## src/rtl/shiftout_pkg.sv

```systemverilog
// Shared types and sizing helpers for the shiftout_tx serial transmitter.
// SHIFTOUT_PARITY_EN, when defined, appends an even-parity bit to each frame.
package shiftout_pkg;

    typedef enum logic [1:0] {IDLE, SHIFT, DONE} tx_state_t;

`ifdef SHIFTOUT_PARITY_EN
    localparam int PARITY_BITS = 1;
`else
    localparam int PARITY_BITS = 0;
`endif

    // Bit counter must reach N (parity build) without wrapping.
    function automatic int cnt_width(input int n);
        return $clog2(n + 1);
    endfunction

endpackage

```

## src/rtl/shiftout_piso.sv

```systemverilog
// Parallel-load, enable-gated shift-left register; q is always the current MSB.
module shiftout_piso
    import shiftout_pkg::*;
#(
    parameter int W = 8
) (
    input  logic         Clock,
    input  logic         Reset,
    input  logic         L,
    input  logic         E,
    input  logic [W-1:0] d,
    output logic         q
);

    logic [W-1:0] sr_reg;
    logic [W-1:0] shift_next;

    assign shift_next[0] = 1'b0;

    genvar gi;
    generate
        for (gi = 1; gi < W; gi++) begin : g_shift
            assign shift_next[gi] = sr_reg[gi-1];
        end
    endgenerate

    always_ff @(posedge Clock or posedge Reset) begin
        if (Reset) begin
            sr_reg <= '0;
        end else if (L) begin
            sr_reg <= d;
        end else if (E) begin
            sr_reg <= shift_next;
        end
    end

    assign q = sr_reg[W-1];

endmodule

```

## src/rtl/shiftout_tx.sv

```systemverilog
// Valid/ready word intake, MSB-first serial transmit with one bit per E strobe.
// Optional even-parity trailer bit enabled by SHIFTOUT_PARITY_EN.
module shiftout_tx
    import shiftout_pkg::*;
#(
    parameter int N = 8
) (
    input  logic         Clock,
    input  logic         Reset,
    input  logic [N-1:0] data_in,
    input  logic         load_valid,
    output logic         load_ready,
    input  logic         E,
    output logic         sout,
    output logic         sout_valid,
    output logic         busy,
    output logic         done
);

    localparam int W  = N + PARITY_BITS;
    localparam int CW = cnt_width(N);
    localparam logic [CW-1:0] LAST = CW'(W - 1);

    tx_state_t     state_reg;
    logic [CW-1:0] count_reg;
    logic          sout_valid_reg;
    logic          busy_reg;
    logic          done_reg;

    logic [W-1:0]  load_word;
    logic          accept;
    logic          shift_en;
    logic          piso_q;

`ifdef SHIFTOUT_PARITY_EN
    assign load_word = {data_in, ^data_in};
`else
    assign load_word = data_in;
`endif

    assign accept   = (state_reg == IDLE) && load_valid;
    assign shift_en = (state_reg == SHIFT) && E;

    shiftout_piso #(.W(W)) u_piso (
        .Clock (Clock),
        .Reset (Reset),
        .L     (accept),
        .E     (shift_en),
        .d     (load_word),
        .q     (piso_q)
    );

    // Flags are registered alongside the state so they follow it edge for edge.
    always_ff @(posedge Clock or posedge Reset) begin
        if (Reset) begin
            state_reg      <= IDLE;
            count_reg      <= '0;
            sout_valid_reg <= 1'b0;
            busy_reg       <= 1'b0;
            done_reg       <= 1'b0;
        end else begin
            case (state_reg)
                IDLE: begin
                    if (load_valid) begin
                        state_reg      <= SHIFT;
                        count_reg      <= '0;
                        sout_valid_reg <= 1'b1;
                        busy_reg       <= 1'b1;
                    end
                end
                SHIFT: begin
                    if (E) begin
                        count_reg <= count_reg + 1'b1;
                        if (count_reg == LAST) begin
                            state_reg      <= DONE;
                            sout_valid_reg <= 1'b0;
                            done_reg       <= 1'b1;
                        end
                    end
                end
                DONE: begin
                    state_reg <= IDLE;
                    busy_reg  <= 1'b0;
                    done_reg  <= 1'b0;
                end
                default: begin
                    state_reg      <= IDLE;
                    sout_valid_reg <= 1'b0;
                    busy_reg       <= 1'b0;
                    done_reg       <= 1'b0;
                end
            endcase
        end
    end

    assign load_ready = (state_reg == IDLE) && !Reset;
    assign sout       = sout_valid_reg & piso_q;
    assign sout_valid = sout_valid_reg;
    assign busy       = busy_reg;
    assign done       = done_reg;

endmodule

```

## config.mk

```make
export PLATFORM = sky130hd
export DESIGN_NAME = shiftout_tx
export DESIGN_NICKNAME = d
export VERILOG_FILES = /design/src/rtl/shiftout_pkg.sv /design/src/rtl/shiftout_piso.sv /design/src/rtl/shiftout_tx.sv
export SDC_FILE = /design/constraint.sdc
export NUM_CORES = 1
export LEC_CHECK = 0
export ABC_CLOCK_PERIOD_IN_PS = 1450
export BUFFER_PORTS_ARGS = -buffer_cell sky130_fd_sc_hd__buf_2
export CORE_UTILIZATION = 54
export CTS_BUF_LIST = sky130_fd_sc_hd__clkbuf_8
export CTS_CLUSTER_SIZE = 8
export DETAILED_ROUTE_END_ITERATION = 16
export PLACE_DENSITY = 0.79
export REMOVE_ABC_BUFFERS = 1
export SYNTH_ARGS = -nofsm -noshare
export SYNTH_HDL_FRONTEND = slang
export SYNTH_SLANG_ARGS = --single-unit
```

## constraint.sdc

```tcl
create_clock -name Clock -period 1.45 [get_ports Clock]
set_input_delay 0.145 -clock Clock [delete_from_list [all_inputs] [get_ports Clock]]
set_output_delay 0.145 -clock Clock [all_outputs]
set_load 0.005 [all_outputs]
```

==> qor.yml, run 1 <==
run_status:
  status: "finished clean"
final_layout:
  regArea_um2: 427
  final_standard_cell_utilization_of_the_core_pct: 72.2
  layout-area-overhead-vs-synth_pct: 20.7
  design.final.nets: 112
  largest_register_ffs: 8
  post_route_cells_drive_above_1_share_pct: 27.6
  multiInputGateArea_um2: 327
  antenna-diode-count: 0
  most-common-layout-cells: "sky130_fd_sc_hd__dfrtp_1, sky130_fd_sc_hd__buf_2, sky130_fd_sc_hd__inv_1"
  filler_cell_count_in_the_final_layout: 99
setup_path:
  critical_path.reg2reg.startpoint: "count_reg[0]"
  worstPathMaxFanout: 9
  timing.critical_path.slowest_stage_cell: "sky130_fd_sc_hd__dfrtp_1"
  path_delay_family: "flip-flops"
  crit_buf_inv: 2
  regToRegSetupSlack_ns: 0.09
  timing.setup.critical_path_class: "flip-flop to output port"
  worst_setup_path_start_kind: "flip-flop"
  crit-reg2reg-capture: "count_reg[2]"
  crit_arrival_ns: 1.23
  worst-r2r-cell-count: 4
  endpoint_kind: "output port"
  worst_path_largest_cell_delay_ns: 0.48
  critical_path_cell_by_cell: "buf_4 > nor3_1 > buf_2"
  worstPathRequired_ns: 1.31
route:
  drc: 0
  postRouteWirelength_um: 1560
  detailroute.via_count: 642
  drt_first_pass_iters: 4
  post_drt_antenna_nets: 0
  routed_wire_length_per_instance_um: 13.8
  drt_iter0_markers: 16
  avgViaCountPerCell: 5.68
timing:
  rsz0062_at_grt: "no"
  maxClockFrequency_mhz: 726
  final_min_period_over_clock_period_pct: 95.0
  timing_max_transition_violations_final: 0
  finalHoldViolCount: 0
  setup-tns-final_ns: 0
  max_slew.worst_pin.slew_ns: 0.626
  final.min_clock_period_ns: 1.38
  setup_viol_count_final: 0
  timing.max_slew.rel_slack_pct: 58.2
  fin_worst_skew_ns: 0.00143
global_route:
  grt_pass1_vias: 572
  overall_overflow_remaining_after_global_route: 0
  wire_length_of_the_first_global_routing_pass_um: 2430
  total_grt_usage_pct: 23.5
  grt_start_max_net_pins: 18
  grt_antenna_before_repair: 0
die:
  dieHeight_um: 40.5
  floorplan.rows: 13
  core_region_area_mm2: 0.00133
  io_pins: 17
  start_util_pct: 59.8
  floorplan.die.width_um: 40.5
  design.die.area_mm2: 0.00164
clock_network:
  cts_max_level: 1
  insertion_delay_ns: 0.25
  cts_setup_buffers: 0
  tritoncts.num_buffers: 3
  clock_tree.buffer_depth: 2
  clk_pin_slew_ns: 0.06
  cts_tree: "done"
  cts.sinks: 17
  cts_root_buf: "sky130_fd_sc_hd__clkbuf_8"
logic_synthesis:
  synth.area.mux_share_pct: 2.66
  largest_family_of_logic_cells_by_synthesized_area: "compound AO/OA/AOI/OAI gates"
  complex_gate_fraction_of_the_synthesized_area_pct: 22.4
  synth_xor_area_share_pct: 0
  yosysWarningCount: 0
  postSynthCellCount: 77
  synthesis.area_um2: 798
  synth-seq-cells: 17
  ys_types: 29
  synth_sequential_area_ratio_pct: 53.3
  synth_area_per_inst_um2: 10.4
  synth_adder_area_share_pct: 1.57
  yosys.area_share.simple_pct: 14.3
flow_run:
  maxCapViolCount: 0
hold_path:
  min_delay_path_depth: 3
  min-delay-path-class: "input port to flip-flop"
  holdPathEnd: "u_piso.sr_reg[5]"
  hold_path.startpoint: "data_in[5]"
power:
  power_switching_share_pct: 33.8
  combPwrFrac_pct: 36.2
  cellLeakagePower_nw: 0.481
  power_density_mw_per_mm2: 1940
  worst_ir_drop_vdd_mv: 1.05
  share_seq_of_total_power_pct: 45.9
  power_frac_clock_pct: 17.9
  power_report.internal_total_w: 0.00124
  switchingPower_w: 0.000632
place:
  dp.final_hpwl_um: 1110
  gp_congestion: 0.794
  port_buffer_count: 16
[kinds of logic after synthesis]
group | count (synthesis)
flip-flops | 17
buffers and inverters | 12
adder cells (fa/ha/maj) | 1
AO/OA/AOI/OAI | 27
AND/OR/NAND/NOR | 18
multiplexers | 2
[stage by stage]
stage / area [µm²] / std cells / setup WS (ns) / power [W] / hold WS (ns)
2_1_floorplan: 786 / 74 / 0.156 / 0.00129 / 0.0711
3_3_place_gp: 907 / 108 / 0.139 / 0.00150 / 0.261
3_5_place_dp: 907 / 108 / 0.0962 / 0.00153 / 0.263
4_1_cts: 962 / 113 / 0.0675 / 0.00188 / 0.140
5_1_grt: 963 / 113 / 0.00805 / 0.00203 / 0.166
6_report: 963 / 113 / 0.0726 / 0.00187 / 0.139
[metal layers]
metal  GRT usage [%]  wire (µm)  share of wire, %
met1            31.6        744                48
met2            36.5        751                48
met3            3.33         54               3.5
met4            12.5         12              0.77
met5               0          0                 0
[final cells by class]
| class | count | area share (%) |
|---|---|---|
| inverters | 9 | 3.51 |
| repair buffers | 20 | 11.7 |
| flip-flops and latches | 17 | 44.3 |
| clock inverters | 1 | 0.390 |
| multi-input cells | 48 | 33.9 |
| well taps | 15 | 1.95 |
| clock buffers | 3 | 4.29 |
[cells in the mapped netlist (all sizes together)]
library cell  count  share of area (%)
a21o              1               0.94
a21oi             4                3.0
a22o              1                1.1
a22oi             5                4.7
a2bb2oi           1                1.1
and2              1               0.78
and3b             2                2.2
and4b             1                1.3
buf               1               0.63
clkbuf            2               0.94
dfrtp            17                 53
ha                1                1.6
inv               9                4.2
mux2              1                1.4
mux2i             1                1.3
nand2             4                1.9
nand2b            1               0.78
nand4             1               0.78
nand4b            1                1.1
nor2              3                1.4
nor2b             1               0.78
nor3              1               0.63
nor3b             1                1.6
o21ai            10                6.3
o21bai            1               0.94
o22a              4                4.4
or3b              1                1.1
[power by group through the flow]
stage	logic [W]	clock network (W)	registers, W
after floorplan	0.000450	0	0.000837
after global placement	0.000651	0	0.000847
after detailed placement	0.000674	0	0.000858
after CTS	0.000681	0.000343	0.000851
after global routing	0.000778	0.000360	0.000892
final	0.000676	0.000335	0.000858
[how the worst max path moves through the flow]
| stage | start | end | slack [ns] | cells past startpoint |
|---|---|---|---|---|
| final | state_reg[1] | load_ready | 0.07 | 3 |
| after global routing | state_reg[1] | load_ready | 0.008 | 3 |
| after CTS | state_reg[0] | load_ready | 0.07 | 3 |
| after detailed placement | count_reg[0] | count_reg[2] | 0.1 | 4 |
| after global placement | count_reg[0] | count_reg[2] | 0.14 | 4 |
| after floorplan | count_reg[0] | count_reg[2] | 0.16 | 4 |
[worst register-to-register path, cell delays in order (launching register included)]
cell	delay (ns)
sky130_fd_sc_hd__dfrtp_1	0.41
sky130_fd_sc_hd__ha_1	0.22
sky130_fd_sc_hd__nand2_1	0.07
sky130_fd_sc_hd__mux2_2	0.33
sky130_fd_sc_hd__a22o_1	0.22
[timing repair]
| action | in CTS | in global routing |
|---|---|---|
| hold buffers | 1 | 0 |
| gates resized for setup | 0 | 1 |
| hold endpoints to repair | 17 | 0 |
| setup endpoints to repair | 0 | 1 |
Note: power is estimated with default switching activity, not from simulation.
==> inputs of run 2 (changes only) <==
- CORE_UTILIZATION: 54 -> 55
- PLACE_DENSITY: 0.79 -> 0.8
- SYNTH_HIERARCHICAL: default -> 1
==> qor.yml, run 2 <==
timing:
  final.min_clock_period_ns: 1.37
  maxClockFrequency_mhz: 732
  timing.max_slew.rel_slack_pct: 76.3
  fin_worst_skew_ns: 0.00331
  max_slew.worst_pin.slew_ns: 0.355
  setup-tns-final_ns: 0
  final_min_period_over_clock_period_pct: 94.2
  rsz0062_at_grt: "no"
  setup_viol_count_final: 0
  timing_max_transition_violations_final: 0
  finalHoldViolCount: 0
route:
  avgViaCountPerCell: 5.45
  routed_wire_length_per_instance_um: 14.2
  drc: 0
  drt_iter0_markers: 17
  drt_first_pass_iters: 4
  postRouteWirelength_um: 1620
  post_drt_antenna_nets: 0
  detailroute.via_count: 621
power:
  cellLeakagePower_nw: 0.509
  worst_ir_drop_vdd_mv: 1.02
  power_density_mw_per_mm2: 1830
  report.power.total_w: 0.00181
logic_synthesis:
  synth-seq-cells: 17
  ys_types: 25
  ys_dominant_reg_cell: "sky130_fd_sc_hd__dfrtp_1"
  synthesis.area_um2: 840
  yosysWarningCount: 6
  synth_area_per_inst_um2: 10.6
  synth_commonest_cells: "sky130_fd_sc_hd__dfrtp_1, sky130_fd_sc_hd__nand2_1, sky130_fd_sc_hd__mux2i_1, sky130_fd_sc_hd__o21ai_1, sky130_fd_sc_hd__inv_1"
  yosys.cell_count.top_type: "sky130_fd_sc_hd__dfrtp_1"
  synth_top_area_share_pct: 50.7
  yosys.area.top_type: "sky130_fd_sc_hd__dfrtp_1"
  yosys-top-cells-area: "sky130_fd_sc_hd__dfrtp_1, sky130_fd_sc_hd__mux2i_1, sky130_fd_sc_hd__o21ai_1, sky130_fd_sc_hd__nand2_1, sky130_fd_sc_hd__buf_6"
  synth_enable_flop_cells: 0
  synth_sequential_area_ratio_pct: 50.7
  synth-async-reset-ratio_pct: 100
  postSynthCellCount: 79
place:
  dp.final_hpwl_um: 1180
  gp_congestion: 0.751
  dpl_cell_area_um2: 932
  port_buffer_count: 16
setup_path:
  worst-r2r-cell-count: 5
  endpoint_kind: "flip-flop"
  timing.critical_path.slowest_stage_cell: "sky130_fd_sc_hd__or3b_4"
  worst_path_largest_cell_delay_ns: 0.45
  crit_buf_inv: 2
  path_delay_family: "simple AND/OR/NAND/NOR gates"
  worst_setup_path_start_kind: "flip-flop"
  worstPathMaxFanout: 15
  timing.setup.critical_path_class: "flip-flop to flip-flop"
  worstPathRequired_ns: 1.61
  path_depth: 5
  crit_arrival_ns: 1.53
  critical_path_cell_by_cell: "or3b_4 > inv_1 > buf_12 > nand2_1 > o21ai_0"
hold_path:
  min_delay_path_depth: 3
  min-delay-path-class: "input port to flip-flop"
final_layout:
  largest_register_ffs: 8
  most-common-layout-cells: "sky130_fd_sc_hd__dfrtp_1, sky130_fd_sc_hd__buf_2, sky130_fd_sc_hd__nand2_1"
  design_area_um2: 992
  antenna-diode-count: 0
  layout-area-overhead-vs-synth_pct: 18.2
  design.final.nets: 113
  final_standard_cell_utilization_of_the_core_pct: 72.6
  filler_cell_count_in_the_final_layout: 104
  post_route_cells_drive_above_1_share_pct: 29.3
clock_network:
  clock_tree.buffer_depth: 2
  tritoncts.num_buffers: 3
  cts_tree: "done"
  cts_max_level: 1
  cts.sinks: 17
  insertion_delay_ns: 0.24
  clk_pin_slew_ns: 0.07
  cts_root_buf: "sky130_fd_sc_hd__clkbuf_8"
global_route:
  total_grt_usage_pct: 22.8
  grt_pass1_vias: 530
  wire_length_of_the_first_global_routing_pass_um: 2400
  grt_start_max_net_pins: 16
  grt_antenna_before_repair: 0
  overall_overflow_remaining_after_global_route: 0
run_status:
  status: "finished clean"
die:
  io_pins: 17
  floorplan.rows: 13
  floorplan.die.width_um: 41.1
  start_util_pct: 61.4
  dieHeight_um: 41.1
  core_region_area_mm2: 0.00137
  design.die.area_mm2: 0.00169
flow_run:
  maxCapViolCount: 0
[run 2: through the flow]
step | hold WS (ns) | worst slack, ns | std cells
after floorplan | -0.0393 | -0.0142 | 75
after global placement | 0.121 | 0.121 | 109
after detailed placement | 0.131 | 0.0635 | 109
after CTS | 0.110 | 0.0446 | 114
after global routing | 0.117 | 0.00713 | 114
final | 0.108 | 0.0840 | 114
[run 2: power breakdown]
| part | internal [W] | switching [W] |
|---|---|---|
| combinational | 0.000334 | 0.000297 |
| sequential | 0.000676 | 0.000167 |
| clock | 0.000187 | 0.000153 |
| total | 0.00120 | 0.000617 |
[run 2: area by class of cell]
type	instances	area (µm²)	area share [%]
clock inverters	1	3.75	0.378
well taps	15	18.8	1.89
flip-flops and latches	17	427	43.0
repair buffers	20	125	12.6
clock buffers	3	41.3	4.16
inverters	7	30.0	3.03
multi-input cells	51	347	34.9
[run 2: cell families after synthesis]
group	count (synthesis)	share of synthesized area [%]
AOI/OAI and AO/OA	17	11.8
muxes	9	11.3
DFF	17	50.7
and+or+nand+nor	24	16.7
buffers and inverters	11	8.05
adders and majority gates	1	1.49
[run 2: metal layers]
layer  GRT usage [%]  wire [µm]
met2            35.9        747
met4            10.0         23
met5               0          0
met3            4.89         63
met1            29.5        785
[run 2: worst register-to-register path: stages (launching register included)]
cell and delay [ns]:
sky130_fd_sc_hd__dfrtp_1 0.44, sky130_fd_sc_hd__or3b_4 0.45, sky130_fd_sc_hd__inv_1 0.13, sky130_fd_sc_hd__buf_12 0.15
sky130_fd_sc_hd__nand2_1 0.05, sky130_fd_sc_hd__o21ai_0 0.07
[run 2: timing repair]
| action | in CTS | in global routing |
|---|---|---|
| setup buffers | 0 | 0 |
| setup endpoints to repair | 0 | 2 |
| resized for setup | 0 | 3 |
| hold buffers | 1 | 0 |
| hold endpoints to repair | 17 | 0 |
[run 2: final timing paths]
path	from	endpoint	slack [ns]
worst min-delay path	data_in[7]	u_piso/sr_reg[7]	0.11
min in group asynchronous	Reset	u_piso/sr_reg[7]	0.41
worst max register to register	state_reg[1]	u_piso/sr_reg[0]	0.08
max in group asynchronous	Reset	state_reg[0]	0.75
worst max-delay path	state_reg[1]	u_piso/sr_reg[0]	0.08
worst min register to register	count_reg[3]	count_reg[3]	0.51
